==> config.mk <==
export PLATFORM = sky130hd
export DESIGN_NAME = req_scan_rr
export DESIGN_NICKNAME = d
export VERILOG_FILES = /design/src/rtl/req_scan_rr.sv
export SDC_FILE = /design/constraint.sdc
export NUM_CORES = 1
export LEC_CHECK = 0
export CAP_MARGIN = 30
export CORE_MARGIN = 2
export CORE_UTILIZATION = 45
export CTS_CLUSTER_DIAMETER = 80
export DETAILED_ROUTE_END_ITERATION = 16
export GPL_TIMING_DRIVEN = 0
export HOLD_SLACK_MARGIN = 0.06
export PLACE_DENSITY = 0.68
export SETUP_SLACK_MARGIN = 0.05
export SYNTH_ARGS = -nofsm -noshare
export SYNTH_HDL_FRONTEND = slang
export SYNTH_SLANG_ARGS = --single-unit
==> constraint.sdc <==
create_clock -name clk -period 3 [get_ports clk]
set_clock_uncertainty 0.15 [all_clocks]
set_input_delay 0.3 -clock clk [delete_from_list [all_inputs] [get_ports clk]]
set_output_delay 0.3 -clock clk [all_outputs]
set_load 0.01 [all_outputs]
==> src/rtl/req_scan_rr.sv <==
// Round-robin request scanner: captures request events into a pending vector and
// offers one pending line index at a time on a valid/ready handshake.
module req_scan_rr #(
   parameter int unsigned N    = 8,
   parameter int unsigned W    = 3,
   parameter int unsigned EDGE = 1
) (
   input  logic         clk,
   input  logic         rst_n,
   input  logic [N-1:0] req,
   input  logic         idx_ready,
   input  logic         clr_ovf,
   output logic         idx_valid,
   output logic [W-1:0] idx,
   output logic [N-1:0] pending,
   output logic         overflow
);

   typedef enum logic {
      IDLE,
      OFFER
   } state_t;

   state_t       state, state_nxt;
   logic [N-1:0] req_q;
   logic [W-1:0] ptr, ptr_nxt;
   logic [W-1:0] idx_nxt;
   logic         valid_nxt;
   logic [N-1:0] pend_nxt;
   logic         ovf_nxt;

   logic [N-1:0] rise;
   logic [N-1:0] clr;
   logic         acc;
   logic         found;
   logic [W-1:0] sel;
   logic [W-1:0] cand;

   always_ff @(posedge clk) begin
      if (!rst_n) begin
         state     <= IDLE;
         req_q     <= '0;
         pending   <= '0;
         ptr       <= '0;
         idx       <= '0;
         idx_valid <= 1'b0;
         overflow  <= 1'b0;
      end else begin
         state     <= state_nxt;
         req_q     <= req;
         pending   <= pend_nxt;
         ptr       <= ptr_nxt;
         idx       <= idx_nxt;
         idx_valid <= valid_nxt;
         overflow  <= ovf_nxt;
      end
   end

   always_comb begin
      rise = (EDGE != 0) ? (req & ~req_q) : req;
      acc  = idx_valid & idx_ready;
      clr  = '0;
      if (acc) clr[idx] = 1'b1;

      // A rise on the line being accepted re-arms it rather than counting as lost.
      if (EDGE != 0) begin
         pend_nxt = (pending & ~clr) | rise;
         ovf_nxt  = (|(rise & pending & ~clr)) | (overflow & ~clr_ovf);
      end else begin
         pend_nxt = req;
         ovf_nxt  = 1'b0;
      end

      found = 1'b0;
      sel   = '0;
      cand  = '0;
      for (int unsigned k = 0; k < N; k++) begin
         cand = ptr + W'(k);
         if (!found && pending[cand]) begin
            found = 1'b1;
            sel   = cand;
         end
      end

      state_nxt = state;
      ptr_nxt   = ptr;
      idx_nxt   = idx;
      valid_nxt = idx_valid;
      case (state)
         IDLE: begin
            if (found) begin
               idx_nxt   = sel;
               valid_nxt = 1'b1;
               state_nxt = OFFER;
            end
         end
         OFFER: begin
            if (acc) begin
               valid_nxt = 1'b0;
               ptr_nxt   = idx + W'(1);
               state_nxt = IDLE;
            end
         end
         default: state_nxt = IDLE;
      endcase
   end

endmodule

==> metrics.txt, run 1 <==
status=finished, final reports clean; Pre-antenna DRT Iters=4; Die Wd=around 68 µm; nets=between 200 and 300; PwrDens=458 mW/mm²; fin cells=291; CP required=2.99 ns; post-route design area=about 0.0024 mm²; M1 WL=around 2200 µm; unrepaired setup endpoints after global routing=true; Reg area=~510 µm²; Final ANT Viol Nets=0; Least-Margin Pin Slew=between 0.4 and 0.5 ns; Final min period=2.93 ns; FF-to-FF path depth=12; HP Class=reg2reg; vias per cell=around 5.9; CTS tree=yes; Clock Latency Late Sink=around 0.27 ns; core area=about 0.004 mm²; DRC errors left=0; vias in the first global route=1514; Critical Path Start Type=flop; DIE AREA=about 0.0046 mm²; Total Routing Usage GR=between 20% and 30%; Worst-path clk slew=0.09 ns; warning count from the yosys run=0; top-count cell post-synth=dfxtp_1; Synth Area per Inst=~9.1 µm²; fmax=approximately 340 MHz; peak supply drop=roughly 0.00032 V; Synth top cells by count=25 x dfxtp_1, 14 x nand2_1, 13 x a21oi_1, 13 x nand2b_1, 12 x o21ai_0; Placed Cells=between 200 and 300; wirelength, routed=4700 µm; Overflow after GRT=0; ys flop type=dfxtp_1; Max Cap Viol=0; I/O Buffers=24; CTS Buf Count=3; synthesis-stage register bit count=25; io pins=25; Synth area leaders=dfxtp_1 27%, mux4_2 12%, nand2b_1 4.5%, a21oi_1 3.6%, o21ai_0 3.3%; fill count=between 300 and 400; Post-synth EDFFs=0; Final Hold Fails=0; final period utilization=between 90% and 100%; initial antenna violation count=0; Placement Cell Area=0.00215 mm²; initial DRC count=134; Post-DP HPWL=3320 µm; max_slew headroom=between 60% and 70%; Initial Util=a little under half; Hold-fix buffers, CTS=0; Root Driver=clkbuf_8; Slew Viols, Final=0; largest area contributor in the netlist=dfxtp_1; Sink Count=25; met3 routed WL=roughly 150 µm; Cell Rows=23; Top Metal Used=met4; number of distinct library cells after synthesis=55; first-pass GRT wire length=approximately 7400 µm; sequential area share after synthesis=a little over a quarter; Worst Hold Depth=2; clk buf depth=2; crit end category=flop; met2 wire length=between 2000 and 2500 µm; Post-Syn Nets=216; area occupied by multi-input gates=about 0.0013 mm²; largest net degree at the start of global routing=15; Leakage=between 0.8 and 0.9 nW; GPL Wtd Cong=around 0.83; total power=about 0.0011 W; Avg WL per Cell=16.2 µm; crit-path max FO=5; Synth Instances=about 200; top-area cell type share of the netlist area=27.5%; Setup CP Type=reg2reg; proportion of layout cells with a drive suffix above 1=a little under a quarter; post-synthesis cell area=between 0.0015 and 0.002 mm²; chip height=around 68 µm; H-tree levels=1; diode count=0; area delta synth->final=32.0%; Worst EP arrival=between 2 and 3 ns; vias=1706; async set-reset flop share out of synthesis=0%; final setup violation count=0
what timing repair did:
action                     4_1_cts  5_1_grt
cloned                           0        0
setup endpoints to repair        5        3
gates resized for setup         16        7
pin swaps                        6        7
buffers inserted                12        0
worst max-delay path: stages (launching register included):
cell and delay, ns:
dfxtp_2 0.34, buf_6 0.10, buf_8 0.10, inv_6 0.03, ha_4 0.26, buf_8 0.11
mux4_2 0.41, a21oi_4 0.25, a32oi_4 0.17, or2_4 0.29, o31a_1 0.25, o311ai_2 0.26
a21oi_1 0.10
power by group:
group          internal (W)  leakage (nW)  switching (W)  total [W]
Clock             0.0000930        0.0255       0.000105   0.000198
Sequential         0.000363         0.209      0.0000407   0.000403
Combinational      0.000255         0.636       0.000245   0.000500
Total              0.000710         0.871       0.000391    0.00110
layout by cell type, fill, tap and decap left out, drive strengths merged, types with 4 or more instances in the layout:
cell type / count
dfxtp: 25
clkdlybuf4s50: 24
buf: 17
nand2: 15
a21oi: 14
nand2b: 13
o21ai: 12
nor2: 10
mux4: 10
and2: 9
inv: 9
clkbuf: 7
mux2i: 6
o22ai: 5
nor3: 5
a31oi: 4
mux2: 4
path summary, 6_finish.rpt:
kind                                    to  slack [ns]      from
worst min register to register  pending[1]        0.37  req_q[1]
worst max-delay path                idx[0]        0.07    ptr[0]
worst max register to register      idx[0]        0.07    ptr[0]
worst min-delay path            pending[1]        0.37  req_q[1]
cell families after synthesis:
kind of cell,synth area share (%)
multiplexers,19.0
buffers and inverters,4.94
flip-flops,27.5
XOR/XNOR,1.92
adder cells (fa/ha/maj),2.06
AND/OR/NAND/NOR,21.8
AO/OA/AOI/OAI,22.9
cell type report:
class	count	share of cell area [%]
flip-flops and latches	25	21.0
plain buffers	9	3.17
inverters	9	1.61
repair buffers	36	13.9
well taps	50	2.60
clock buffers	3	1.72
multi-input cells	158	55.8
clock inverters	1	0.208
per-layer routing:
layer  vias to the layer above  track usage (%)
li1                        838                -
met4                         0             7.65
met3                         9             2.00
met5                         -                0
met1                       813             30.3
met2                        46             35.3
registers in the layout, summed over array words and instances, names as in the netlist:
| signal | cells |
|---|---|
| idx | 3 |
| idx_valid | 1 |
| state | 1 |
| overflow | 1 |
| ptr | 3 |
| pending | 8 |
| req_q | 8 |
stage by stage:
step | hold slack [ns] | utilization (%) | worst slack (ns) | TNS [ns]
after floorplan | 0.272 | - | 0.0657 | 0
after global placement | 0.356 | 54.5 | -0.277 | -0.876
after detailed placement | 0.362 | 54.5 | -0.318 | -1.06
after CTS | 0.375 | 60.0 | 0.0145 | 0
after global routing | 0.415 | 61.0 | -0.0469 | -0.0537
final | 0.374 | 61.0 | 0.0679 | 0
No activity file was read; power rests on OpenSTA's default activity.
==> run 2, diff against run 1 <==
Settings changed: ABC_AREA set to 0, CTS_CLUSTER_SIZE set to 8, TNS_END_PERCENT set to 50.
==> run 2 against run 1 <==
Net effect:
- utilization decreased by 0.19 points
- routed wire length is 0.53% lower
- sequential share of layout area rose by 0.066 points
- global-route usage is the same
- hold slack about the same
- design area decreased by 0.31%
- critical path depth did not move
- largest cell class unchanged
==> metrics.txt, run 2 (synthesis gave the netlist of run 1 again) <==
core area=between 0.003 and 0.004 mm²; Initial Util=between 40% and 50%; Final ANT Viol Nets=0; I/O Buffers=24; DIE AREA=roughly 0.0046 mm²; Die Wd=about 68 µm; Max Cap Viol=0; CP required=2.99 ns; final core utilization=a little over 60%; worst hold slack=around 0.37 ns; chip height=67.6 µm; crit-path max FO=5; Leakage=0.867 nW; post-route design area=between 0.002 and 0.0025 mm²; Avg WL per Cell=16.1 µm; GPL Wtd Cong=approximately 0.83; CTS tree=yes; Pre-antenna DRT Iters=4; unrepaired setup endpoints after global routing=true; Overflow after GRT=0; Least-Margin Pin Slew=around 0.46 ns; Worst-path clk slew=around 0.090 ns; wirelength, routed=4680 µm; commonest non-fill, non-tap cells in the layout=24 x clkdlybuf4s50_1, 23 x dfxtp_1, 14 x nand2_1; Hold-fix buffers, CTS=0; Total Routing Usage GR=21.8%; status=finished, final reports clean; nets=approximately 260; fin cells=slightly below 300; Critical Path Max Stage Delay=0.41 ns; Post-DP HPWL=~3300 µm; final setup violation count=0; Largest regs=pending (8), req_q (8); PwrDens=457 mW/mm²; Setup CP Type=reg2reg; max_slew headroom=69.3%; diode count=0; CP delay by family, top=compound AO/OA/AOI/OAI gates; area delta synth->final=31.6%; clk buf depth=2; fmax=between 300 and 400 MHz; DRC errors left=0; first-pass GRT wire length=roughly 7400 µm; Clock Latency Late Sink=~0.27 ns; Slew Viols, Final=0; CTS Buf Count=3; largest net degree at the start of global routing=15; final period utilization=between 90% and 100%; initial DRC count=roughly 200; proportion of layout cells with a drive suffix above 1=23.2%; Worst EP arrival=around 2.9 ns; Final Hold Fails=0; Root Driver=clkbuf_8; Placement Cell Area=about 0.0021 mm²; Placed Cells=between 200 and 300; CP max stage cell=mux4_2; Final min period=around 2.9 ns; HP Class=reg2reg; cell mode on critical path=buf_8; Critical Path Start Type=flop; vias=1716; initial antenna violation count=0; commonest non-fill, non-tap cell in the layout=clkdlybuf4s50_1; io pins=25; H-tree levels=1; peak supply drop=0.000325 V; crit end category=flop; final setup margin=0.0843 ns; vias per cell=5.90; Cell Rows=23; Bufs and invs on worst path=4; DP Worst Slack=-0.318 ns; Sink Count=25; critical-path cell list=buf_6, buf_8, inv_6, ha_4, buf_8, mux4_2, a21oi_4, a32oi_4, or2_4, o31a_1, o311ai_2, a21oi_1; vias in the first global route=around 1500
==> run 2: final timing paths <==
kind	from	end	slack, ns	cells past startpoint
worst max-delay path	ptr[0]	idx[0]	0.08	12
worst min-delay path	req_q[1]	pending[1]	0.37	2
worst max register to register	ptr[0]	idx[0]	0.08	12
worst min register to register	req_q[1]	pending[1]	0.37	2
==> run 2: cell type report <==
cell class                      count  area, µm²
Fill cell                         359       1550
Tap cell                           50       62.6
Buffer                              9       76.3
Timing Repair Buffer               36        334
Clock inverter                      1       5.00
Sequential cell                    25        505
Multi-Input combinational cell    158       1330
Clock buffer                        3       41.3
Inverter                            9       38.8
==> run 2: routing by layer <==
metal / wire (µm) / GRT usage (%) / vias to the layer above
met5: 0 / 0 / -
met3: 231 / 2.00 / 9
met4: 87 / 7.65 / 0
met1: 2100 / 30.3 / 811
li1: - / - / 840
met2: 2250 / 35.3 / 56
==> run 2: stage by stage <==
step / total power (W) / TNS [ns]
3_5_place_dp: 0.000830 / -1.06
6_report: 0.00109 / 0
2_1_floorplan: 0.000702 / 0
3_3_place_gp: 0.000827 / -0.876
4_1_cts: 0.00108 / 0
5_1_grt: 0.00116 / -0.0587
==> run 2: power by group <==
part,leakage [nW],switching [W],internal [W],total [W]
combinational,0.632,0.000242,0.000252,0.000493
sequential,0.209,0.0000407,0.000363,0.000403
clock,0.0255,0.000105,0.0000930,0.000198
total,0.867,0.000388,0.000707,0.00109
==> run 2: timing repair <==
action                     4_1_cts  5_1_grt
buffers inserted                12        0
setup endpoints to repair        5        3
pin swaps                        6        6
resized for setup               16        6
==> run 2: worst reg2reg max path, cell delays in order (launching register included) <==
cell and delay, ns:
dfxtp_2 0.34, buf_6 0.10, buf_8 0.10, inv_6 0.03
ha_4 0.26, buf_8 0.11, mux4_2 0.41, a21oi_4 0.25
a32oi_4 0.17, or2_4 0.29, o31a_1 0.25, o311ai_2 0.24
a21oi_1 0.10
==> run 3, diff against run 2 <==
Settings changed: CAP_MARGIN 30 to 20, REMOVE_ABC_BUFFERS set to 1.
==> run 3 against run 2 <==
Net effect:
- final cell count decreased by 3.4%
- via count is 0.17% lower
- die area stayed put
- clock power grew 4%
- count of clock-buffer cells in the layout is the same
- first-iteration DRC count shrank 29%
- hold slack better by 0.0037 ns
- utilization decreased by 3.1 points
- design area decreased by 5.1%
- routed wire length fell by 4.5%
- combinational power shrank 7.1%
- non-clock buffer count decreased by 10
- largest cell class unchanged
==> metrics.txt, run 3 (synthesis gave the netlist of run 1 again) <==
Avg WL per Cell=approximately 16 µm; Hold-fix buffers, CTS=0; H-tree levels=1; HP Class=reg2reg; Critical Path Start Type=flop; Worst Hold Depth=2; core area=about 0.0039 mm²; Sink Count=25; Reg-to-Reg End=idx[0]; I/O Buffers=24; Post-DP HPWL=around 3000 µm; CP required=3.00 ns; critical-path cell list=inv_2, ha_4, mux4_2, mux2i_2, a32oi_2, or2_4, o31a_1, o311ai_2, a21oi_1; Final min period=2.91 ns; Placed Cells=about 270; CTS Buf Count=3; FF-to-FF path depth=9; Leakage=0.810 nW; CTS tree=yes; Die Wd=~68 µm; Reg2Reg Launch Point=ptr[0]; max_slew headroom=approximately 58%; vias=1713; crit-path max FO=7; DRC errors left=0; Critical Path Max Stage Delay=a little over 0.5 ns; chip height=between 60 and 70 µm; diode count=0; crit end category=flop; area delta synth->final=24.9%; largest net degree at the start of global routing=16; total power=between 0.001 and 0.0015 W; nets=between 200 and 250; proportion of layout cells with a drive suffix above 1=21.2%; initial antenna violation count=0; Clock Latency Late Sink=0.27 ns; Worst R2R Setup Slack=approximately 0.09 ns; Least-Margin Pin Slew=0.633 ns; unrepaired setup endpoints after global routing=true; clk buf depth=2; Initial Util=between 40 and 50%; peak supply drop=between 0.0003 and 0.0004 V; final period utilization=roughly 97%; Largest regs=pending (8), req_q (8); vias per cell=between 6 and 7; Reg area=slightly above 500 µm²; Root Driver=clkbuf_8; Cell Rows=23; commonest non-fill, non-tap cell in the layout=clkdlybuf4s50_1; Pre-antenna DRT Iters=4; Hold Crit Endpoint=pending[1]; fill count=~350; Worst-path clk slew=approximately 0.09 ns; Final ANT Viol Nets=0; final setup violation count=0; Worst EP arrival=between 2 and 3 ns; Overflow after GRT=0; CP max stage cell=mux4_2; fin cells=around 280; io pins=25; vias in the first global route=between 1500 and 2000; PwrDens=471 mW/mm²; Setup CP Type=reg2reg; Max Cap Viol=0; area occupied by multi-input gates=0.00129 mm²; Bufs and invs on worst path=1; CP delay by family, top=compound AO/OA/AOI/OAI gates; status=finished, final reports clean; worst hold slack=about 0.38 ns; Slew Viols, Final=0; wirelength, routed=4470 µm; Final Hold Fails=0; hold wc startpoint=req_q[1]; first-pass GRT wire length=7270 µm; GPL Wtd Cong=just under 0.9; initial DRC count=~140; fmax=about 340 MHz; commonest non-fill, non-tap cells in the layout=24 x clkdlybuf4s50_1, 23 x dfxtp_1, 14 x nand2_1; Total Routing Usage GR=about a fifth; setup_tns=0 ns; DIE AREA=roughly 0.0046 mm²
==> run 3: worst register-to-register path, cell delays in order, from the launching register on <==
cell	delay [ns]
dfxtp_4	0.38
inv_2	0.06
ha_4	0.31
mux4_2	0.51
mux2i_2	0.21
a32oi_2	0.11
or2_4	0.33
o31a_1	0.31
o311ai_2	0.32
a21oi_1	0.10
==> run 3: how the worst max path moves through the flow <==
stage,start,end,slack (ns),depth (start not counted)
floorplan,ptr[0],idx[0],-0.29,9
global placement,ptr[0],idx[0],-0.80,9
detailed placement,ptr[0],idx[0],-0.78,9
CTS,ptr[0],idx[0],0.06,9
global route,ptr[0],idx[0],0.02,9
finish,ptr[0],idx[0],0.09,9
==> run 3: per-layer routing <==
layer / share of wire, % / global-route usage, %
met5: 0 / 0
met2: 47 / 33.1
met1: 46 / 29.7
met3: 4.5 / 1.67
met4: 2.6 / 7.14
==> run 3: where the power goes <==
group / internal, W / switching (W)
logic: 0.000238 / 0.000220
clock network: 0.0000943 / 0.000111
registers: 0.000362 / 0.0000458
total: 0.000695 / 0.000377
==> run 3: layout make-up <==
| type | instances | share of cell area [%] |
|---|---|---|
| inverter | 9 | 1.48 |
| sequential | 25 | 22.3 |
| multi-input combinational | 158 | 56.8 |
| clock buffer | 3 | 1.81 |
| tap | 50 | 2.75 |
| clock inverter | 1 | 0.330 |
| timing repair buffer | 35 | 14.5 |
==> run 3: what timing repair did <==
item                       4_1_cts  5_1_grt
buffers inserted                 7        4
gates resized for setup          8       11
pin swaps                        1        7
gates cloned                     0        0
setup endpoints to repair        5        3
==> run 3: through the flow <==
step | worst slack, ns | cell area, µm² | utilization, %
3_3_place_gp | -0.797 | 2070 | 52.5
3_5_place_dp | -0.783 | 2070 | 52.5
2_1_floorplan | -0.293 | 1770 | -
5_1_grt | 0.0174 | 2280 | 57.7
4_1_cts | 0.0584 | 2200 | 55.8
6_report | 0.0896 | 2280 | 57.7
